===== src/rtl/fetch_unit.sv =====
// DLX instruction-fetch stage: owns the PC and the I-mem request handshake,
// resolves control transfers into fetch redirects, and holds the IF/ID register.
module fetch_unit #(
    parameter logic [0:31] RESET_PC = 32'h0000_0000
) (
    input  logic        Clk,
    input  logic        Reset,
    output logic        IMemReq,
    output logic [0:31] IMemAddr,
    input  logic        IMemValid,
    input  logic [0:31] IMemData,
    input  logic        Stall,
    input  logic        ResolveValid,
    input  logic        ResolveIsJump,
    input  logic        ResolveIsBranch,
    input  logic [0:1]  ResolveJumpType,
    input  logic        ResolveCondSrc,
    input  logic        ResolveBranchCond,
    input  logic [0:31] ResolvePCPlus4,
    input  logic [0:25] ResolveImm,
    input  logic [0:31] RegA,
    input  logic        CondZero,
    input  logic        FPSR,
    input  logic [0:31] IAR,
    output logic        IFID_Valid,
    output logic [0:31] IFID_Instr,
    output logic [0:31] IFID_PCPlus4,
    output logic [0:5]  OpCode,
    output logic [0:5]  Function,
    output logic        Redirect,
    output logic [0:31] RedirectTarget
);

    typedef enum logic [1:0] {StStart, StFetch, StDiscard, StHold} state_e;

    state_e      r_state;
    state_e      w_state_next;
    logic [0:31] r_req_addr;
    logic [0:31] r_pend_tgt;
    logic [0:31] r_skid;
    logic        r_ifid_valid;
    logic [0:31] r_ifid_instr;
    logic [0:31] r_ifid_pcplus4;

    logic [0:31] w_req_addr_d;
    logic [0:31] w_pend_tgt_d;
    logic [0:31] w_skid_d;
    logic        w_ifid_valid_d;
    logic [0:31] w_ifid_instr_d;
    logic [0:31] w_ifid_pcplus4_d;
    logic        w_taken;
    logic [0:31] w_imm16_sext;
    logic [0:31] w_imm26_sext;

    assign w_taken      = (ResolveCondSrc ? CondZero : FPSR) == ResolveBranchCond;
    assign Redirect     = ResolveValid & (ResolveIsJump | (ResolveIsBranch & w_taken));
    assign w_imm16_sext = {{16{ResolveImm[10]}}, ResolveImm[10:25]};
    assign w_imm26_sext = {{6{ResolveImm[0]}}, ResolveImm};

    always_comb begin
        RedirectTarget = RegA;
        unique case (ResolveJumpType)
            2'b00: RedirectTarget = RegA;
            2'b01: RedirectTarget = ResolvePCPlus4 + w_imm16_sext;
            2'b10: RedirectTarget = ResolvePCPlus4 + w_imm26_sext;
            2'b11: RedirectTarget = IAR;
        endcase
    end

    always_ff @(posedge Clk or posedge Reset) begin
        if (Reset) begin
            r_state <= StStart;
        end else begin
            r_state <= w_state_next;
        end
    end

    always_comb begin
        w_state_next = r_state;
        unique case (r_state)
            StStart: w_state_next = StFetch;
            StFetch: begin
                if (IMemValid && !Redirect && Stall) begin
                    w_state_next = StHold;
                end else if (!IMemValid && Redirect) begin
                    w_state_next = StDiscard;
                end
            end
            StDiscard: begin
                if (IMemValid) begin
                    w_state_next = StFetch;
                end
            end
            StHold: begin
                if (Redirect || !Stall) begin
                    w_state_next = StFetch;
                end
            end
        endcase
    end

    always_comb begin
        IMemReq = 1'b0;
        unique case (r_state)
            StFetch, StDiscard: IMemReq = 1'b1;
            default:            IMemReq = 1'b0;
        endcase
    end

    always_comb begin
        w_req_addr_d     = r_req_addr;
        w_pend_tgt_d     = r_pend_tgt;
        w_skid_d         = r_skid;
        w_ifid_valid_d   = r_ifid_valid;
        w_ifid_instr_d   = r_ifid_instr;
        w_ifid_pcplus4_d = r_ifid_pcplus4;
        unique case (r_state)
            StStart: begin
            end
            StFetch: begin
                if (IMemValid) begin
                    if (Redirect) begin
                        w_req_addr_d = RedirectTarget;
                    end else begin
                        w_req_addr_d = r_req_addr + 32'd4;
                        if (Stall) begin
                            w_skid_d = IMemData;
                        end else begin
                            w_ifid_valid_d   = 1'b1;
                            w_ifid_instr_d   = IMemData;
                            w_ifid_pcplus4_d = r_req_addr + 32'd4;
                        end
                    end
                end else if (Redirect) begin
                    w_pend_tgt_d = RedirectTarget;
                end else if (!Stall) begin
                    w_ifid_valid_d = 1'b0;
                    w_ifid_instr_d = 32'h0;
                end
            end
            StDiscard: begin
                // The in-flight response belongs to the old path; the newest target wins.
                if (Redirect) begin
                    w_pend_tgt_d = RedirectTarget;
                end
                if (IMemValid) begin
                    w_req_addr_d = Redirect ? RedirectTarget : r_pend_tgt;
                end
                if (!Stall) begin
                    w_ifid_valid_d = 1'b0;
                    w_ifid_instr_d = 32'h0;
                end
            end
            StHold: begin
                if (Redirect) begin
                    w_req_addr_d = RedirectTarget;
                    w_skid_d     = 32'h0;
                end else if (!Stall) begin
                    // ReqAddr already advanced past the skid word, so it is the skid's PC+4.
                    w_ifid_valid_d   = 1'b1;
                    w_ifid_instr_d   = r_skid;
                    w_ifid_pcplus4_d = r_req_addr;
                end
            end
        endcase
        if (Redirect) begin
            w_ifid_valid_d = 1'b0;
            w_ifid_instr_d = 32'h0;
        end
    end

    always_ff @(posedge Clk or posedge Reset) begin
        if (Reset) begin
            r_req_addr     <= RESET_PC;
            r_pend_tgt     <= RESET_PC;
            r_skid         <= 32'h0;
            r_ifid_valid   <= 1'b0;
            r_ifid_instr   <= 32'h0;
            r_ifid_pcplus4 <= 32'h0;
        end else begin
            r_req_addr     <= w_req_addr_d;
            r_pend_tgt     <= w_pend_tgt_d;
            r_skid         <= w_skid_d;
            r_ifid_valid   <= w_ifid_valid_d;
            r_ifid_instr   <= w_ifid_instr_d;
            r_ifid_pcplus4 <= w_ifid_pcplus4_d;
        end
    end

    assign IMemAddr     = r_req_addr;
    assign IFID_Valid   = r_ifid_valid;
    assign IFID_Instr   = r_ifid_instr;
    assign IFID_PCPlus4 = r_ifid_pcplus4;
    assign OpCode       = r_ifid_instr[0:5];
    assign Function     = r_ifid_instr[26:31];

endmodule


===== config.mk =====
export PLATFORM = sky130hd
export DESIGN_NAME = fetch_unit
export DESIGN_NICKNAME = d
export VERILOG_FILES = /design/src/rtl/fetch_unit.sv
export SDC_FILE = /design/constraint.sdc
export NUM_CORES = 1
export LEC_CHECK = 0
export CAP_MARGIN = 5
export CORE_MARGIN = 1
export CORE_UTILIZATION = 46
export CTS_BUF_LIST = sky130_fd_sc_hd__clkbuf_4
export CTS_CLUSTER_SIZE = 14
export DETAILED_ROUTE_END_ITERATION = 6
export PLACE_DENSITY = 0.9
export SLEW_MARGIN = 20
export SYNTH_ARGS = -nofsm -noshare
export SYNTH_HDL_FRONTEND = slang
export SYNTH_SLANG_ARGS = --single-unit

===== constraint.sdc =====
create_clock -name Clk -period 5.07 [get_ports Clk]
set_input_delay 0.507 -clock Clk [delete_from_list [all_inputs] [get_ports Clk]]
set_output_delay 0.507 -clock Clk [all_outputs]
set_load 0.005 [all_outputs]

# After elaboration in Yosys (flattened, before gate mapping)
# Cells that the tools add are included.
totals:
  register_bits: 163
  in_bits: 167
  output_inout_bits: 143
op_classes:
  n_addsub: 3
  eq_ne: 20
  mux: 38
  bitwise: 3
  n_reduce_logical: 20
ops:
  columns: ["op", "n"]
  rows:
  - ["32-bit two-way mux", 20]
  - ["32-bit one-hot mux with 2 select lines", 3]
  - ["32-bit one-hot mux with 3 select lines", 2]
  - ["32-bit one-hot mux with 4 select lines", 1]
  - ["32-bit adder", 2]
  - ["32-bit by 3-bit adder with 32-bit output, second input constant", 1]
  - ["2-bit inequality test, second input constant", 10]
  - ["2-bit equality test, second input constant", 4]
  - ["2-bit two-way mux", 4]
  - ["2-bit one-hot mux with 4 select lines", 1]
  - ["1-bit two-way mux", 6]
  - ["3-bit inequality test, second input constant", 2]
  - ["3-bit AND reduction", 2]
  - ["6-bit AND reduction", 1]
  - ["5-bit AND reduction", 1]
  - ["2-bit by 1-bit equality test with 1-bit output, second input constant", 2]
  - ["2-bit logical NOT", 2]
  - ["4-bit inequality test, second input constant", 1]
  - ["4-bit AND reduction", 1]
  - ["2-bit nonzero test", 2]
  - ["4-bit nonzero test", 1]
  - ["1-bit logical AND", 3]
  - ["1-bit logical NOT", 3]
  - ["1-bit one-hot mux with 3 select lines", 1]
  - ["7 further kinds", 8]

# Longest topological paths before layout
depth:
  depth_word: 10
  ltp_mapped: 17
  mapped_depth_nobuf: 15

# Worst setup path before layout
# OpenSTA, ideal clock, no wires.
synth_timing:
  path_kind: "input port to output port"
  from: "input port ResolveJumpType[1] (netlist name)"
  to: "output port RedirectTarget[0] (netlist name)"
  t_arrival_ns: 3.257
  t_required_ns: 4.563
  slack_ns: 1.306
  path_stages: 15
  n_path_buf: 2
  cell_sequence: "inv_1 -> ha_1 -> nand2b_1 -> clkbuf_1 -> a21boi_0 -> inv_1 -> ha_1 -> and3_1 -> clkbuf_1 -> and4_1 -> nand2_1 -> or4_1 -> o2111ai_1 -> o21ai_1 -> inv_1"
synth_between:
  elab_chain_len: 2
synth_lines:
  columns: ["element", "line_no", "rtl"]
  rows:
  - ["start, declared", "16", "input logic [0:1] ResolveJumpType,"]
  - ["2-bit equality test, or another cell as far along", "62", "unique case (ResolveJumpType)"]
  - ["32-bit one-hot mux with 4 select lines (*)", "62", null]
  - ["end, declared", "31", "output logic [0:31] RedirectTarget"]
# Every way passes the cells marked *; elsewhere a longest branch is shown, timed or not.

# Worst setup path in the final report
layout_timing:
  from: "input port ResolveJumpType[1] (netlist name)"
  to: "output port RedirectTarget[6] (netlist name)"
# Same word-level chain as after synthesis.

==> metrics.md <==
| Metric | Value |
|---|---|
| Status | completed |
| RSZ-0062 raised after global routing | no |
| Final nets | 1790 |
| Syn_nets | 1553 |
| Minimum clock period | 4790 ps |
| Synth warn | 0 |
| Die area | 25100 sq um |
| Slew headroom | 27.5% |
| Library cells used by synthesis | 73 |
| Synth area leaders | dfrtp_1 (36%), nand2_1 (7.0%), o21ai_0 (4.6%), ha_1 (4.6%), a22o_1 (4.1%) |
| 1st-iter DRT viols | 1265 |
| Crit path cell chain | clkdlybuf4s50_1 -> inv_1 -> ha_1 -> nand2b_2 -> nand2_1 -> ha_1 -> and4_1 -> a211o_1 -> o22ai_1 -> nor2_1 -> a21oi_2 -> o21ai_0 -> xor2_1 -> nand2_1 -> a21oi_1 -> clkdlybuf4s50_1 |
| Vias in the first global route | 11200 |
| Min-Delay Path Class | in2async |
| I/O pins | 310 |
| Critical Path RT | 4560 ps |
| Leading cell type in the layout, fill and taps excluded | clkdlybuf4s50_1 |
| Total Routing Usage GR | 31.8% |
| Pleak | 6.15 nW |
| Final non-filler cell total | 1913 |
| Critical path class | in2out |
| Fraction of registers with async set/reset | 100% |
| Clock Sinks | 163 |
| Die width | 158 microns |
| Antenna violations before repair | 1 |
| Slew Viols, Final | 0 |
| Largest net degree at the start of global routing | 91 |
| Post-Route Skew | 26.3 ps |
| Number of synthesized flops with an enable pin | 0 |
| Crit start category | input pin |
| Rows | 56 |
| CTS root buffer | clkbuf_4 |
| Via density | 6.13 |
| Worst path max stage delay | 560 ps |
| CP top delay family | buffers and inverters |
| Clock-pin slew on the worst setup and hold paths | 140 ps |
| Peak supply drop | 0.226 mV |
| Gr ovfl total | 0 |
| Placed Cells | 1881 |
| H-tree levels | 4 |
| Synth top area share | 36.3% |
| Hold_buf cts | 0 |
| Die Y | 158 microns |
| Arr. time, crit path | 4280 ps |
| Slew @ Worst Pin | 1080 ps |
| Gate Count Post-Synth | 1344 |
| Core area | 23700 sq um |
| Ys flop type | dfrtp_1 |
| Commonest cells after routing, fill and taps aside | clkdlybuf4s50_1 (309), nand2_1 (209), dfrtp_1 (163), o21ai_0 (103), nor2_1 (93) |
| # DRC | 0 |
| Share of layout cells above drive strength 1 | 6.03% |
| CTS tree | built |
| HPWL Detailed | 29700 microns |
| Vias | 11700 |
| Crit Path Max Fanout | 10 |
| Avg Cell Area, Syn | 8.36 sq um |
| Area delta synth->final | 31.4% |
| Power Density | 471 nW/um^2 |
| DR WL/cell | 21.0 microns |
| Setup_tns | 0 ps |
| Area leader, netlist | dfrtp_1 |
| Clk Latency, worst-skew pair | 590 ps |
| Buf/Inv on CP | 3 |
| Final hold vios | 0 |
| Crit-path slowest cell | clkdlybuf4s50_1 |
| Tcrit/Tclk final | 94.5% |
| Final setup viols | 0 |
| Synthesized flop and latch total | 163 |
| First drt pass iteration count | 5 |
| Initial Util | 47.4% |
| Max_cap viols | 0 |
| Total power | 6.95 mW |
| Final WL | 40100 microns |
| Routability cong. | 0.950 |
| Global-route wire length before repair | 61300 microns |
| Seq/Total Area, Yosys | 36.3% |
| Max Freq | 0.209 GHz |
| Clock Tree Buf Depth | 2 |
| Crit. End Element | output port |
| ANT nets after route | 0 |
| Cts bufs inserted | 17 |
| IO Port Bufs | 309 |
| Post-Syn Area | 11200 sq um |
path summary, 6_finish.rpt:
path                               startpoint                 to  slack (ps)  cells past startpoint
setup / recovery           ResolveJumpType[1]  RedirectTarget[6]         280                     16
hold / removal                          Reset      IFID_Instr[6]         400                      2
setup reg to reg                   r_state[1]         r_skid[11]        1710                      8
hold reg to reg              IFID_PCPlus4[27]   IFID_PCPlus4[27]         490                      2
max in group asynchronous               Reset    IFID_PCPlus4[7]        3740                      3
min in group Clk             IFID_PCPlus4[27]   IFID_PCPlus4[27]         490                      2
registers in the layout, summed over array words and instances (netlist names):
| name | count |
|---|---|
| IFID_PCPlus4 | 32 |
| IFID_Valid | 1 |
| IMemAddr | 32 |
| r_skid | 32 |
| r_pend_tgt | 32 |
| IFID_Instr | 32 |
| r_state | 2 |
logic make-up (layout without fill, tap and decap cells):
family / Yosys count / after routing / synth area share [%]
other: 0 / 1 / 0
XOR/XNOR: 72 / 72 / 5.61
multiplexers: 12 / 12 / 1.15
adder cells (fa/ha/maj): 42 / 42 / 4.74
buffers and inverters: 167 / 416 / 6.30
flip-flops: 163 / 163 / 36.3
AND/OR/NAND/NOR: 431 / 431 / 17.1
AO/OA/AOI/OAI: 457 / 457 / 28.8
metal layers:
layer	vias up	share of wire, %	global-route usage [%]
met1	5559	39	39.3
met5	-	0	0
met2	690	49	54.7
met4	0	2.6	10.8
met3	77	9.9	7.02
li1	5409	-	-
where the power goes:
group | internal [mW] | switching [mW] | total (mW)
logic | 1.78 | 1.99 | 3.77
clock network | 0.301 | 0.482 | 0.782
registers | 1.85 | 0.546 | 2.40
total | 3.93 | 3.02 | 6.95
worst register-to-register path, stage by stage (launching register included):
cell and delay [ps]:
dfrtp_1 430, ha_2 900, buf_4 520, nor2_2 200, and3_1 210, buf_4 250, a31oi_2 180, buf_4 380
a22o_1 210
synthesized netlist by cell type, types with 26 or more instances:
cell type and count:
a21oi_1 67, a22o_1 52, a22oi_1 36, clkbuf_1 84, dfrtp_1 163, ha_1 41, inv_1 40, nand2_1 209
nand3_1 26, nor2_1 94, o21ai_0 104, o31ai_1 39, xnor2_1 51
per-stage QoR:
| stage | utilization (%) | area [sq um] | setup WS (ps) | hold slack (ps) |
|---|---|---|---|---|
| finish | 62.3 | 14800 | 279 | 401 |
| global route | 62.3 | 14800 | 52.2 | 436 |
| CTS | 62.3 | 14700 | 106 | 414 |
| detailed placement | 61.1 | 14500 | 130 | 463 |
| global placement | 61.1 | 14500 | 152 | 459 |
| floorplan | - | 11200 | 158 | 442 |
timing repair:
action,CTS,global route
setup endpoints to repair,0,4
buffers inserted,0,0
gates resized for setup,0,4
final cells by class:
type	instances	area, sq um
Sequential cell	163	4080
Timing Repair Buffer	344	3370
Clock buffer	19	143
Clock inverter	12	133
Fill cell	2014	8930
Antenna cell	1	2.50
Multi-Input combinational cell	1014	6470
Tap cell	319	399
Inverter	41	159
Power figures use the tool's default switching activity.
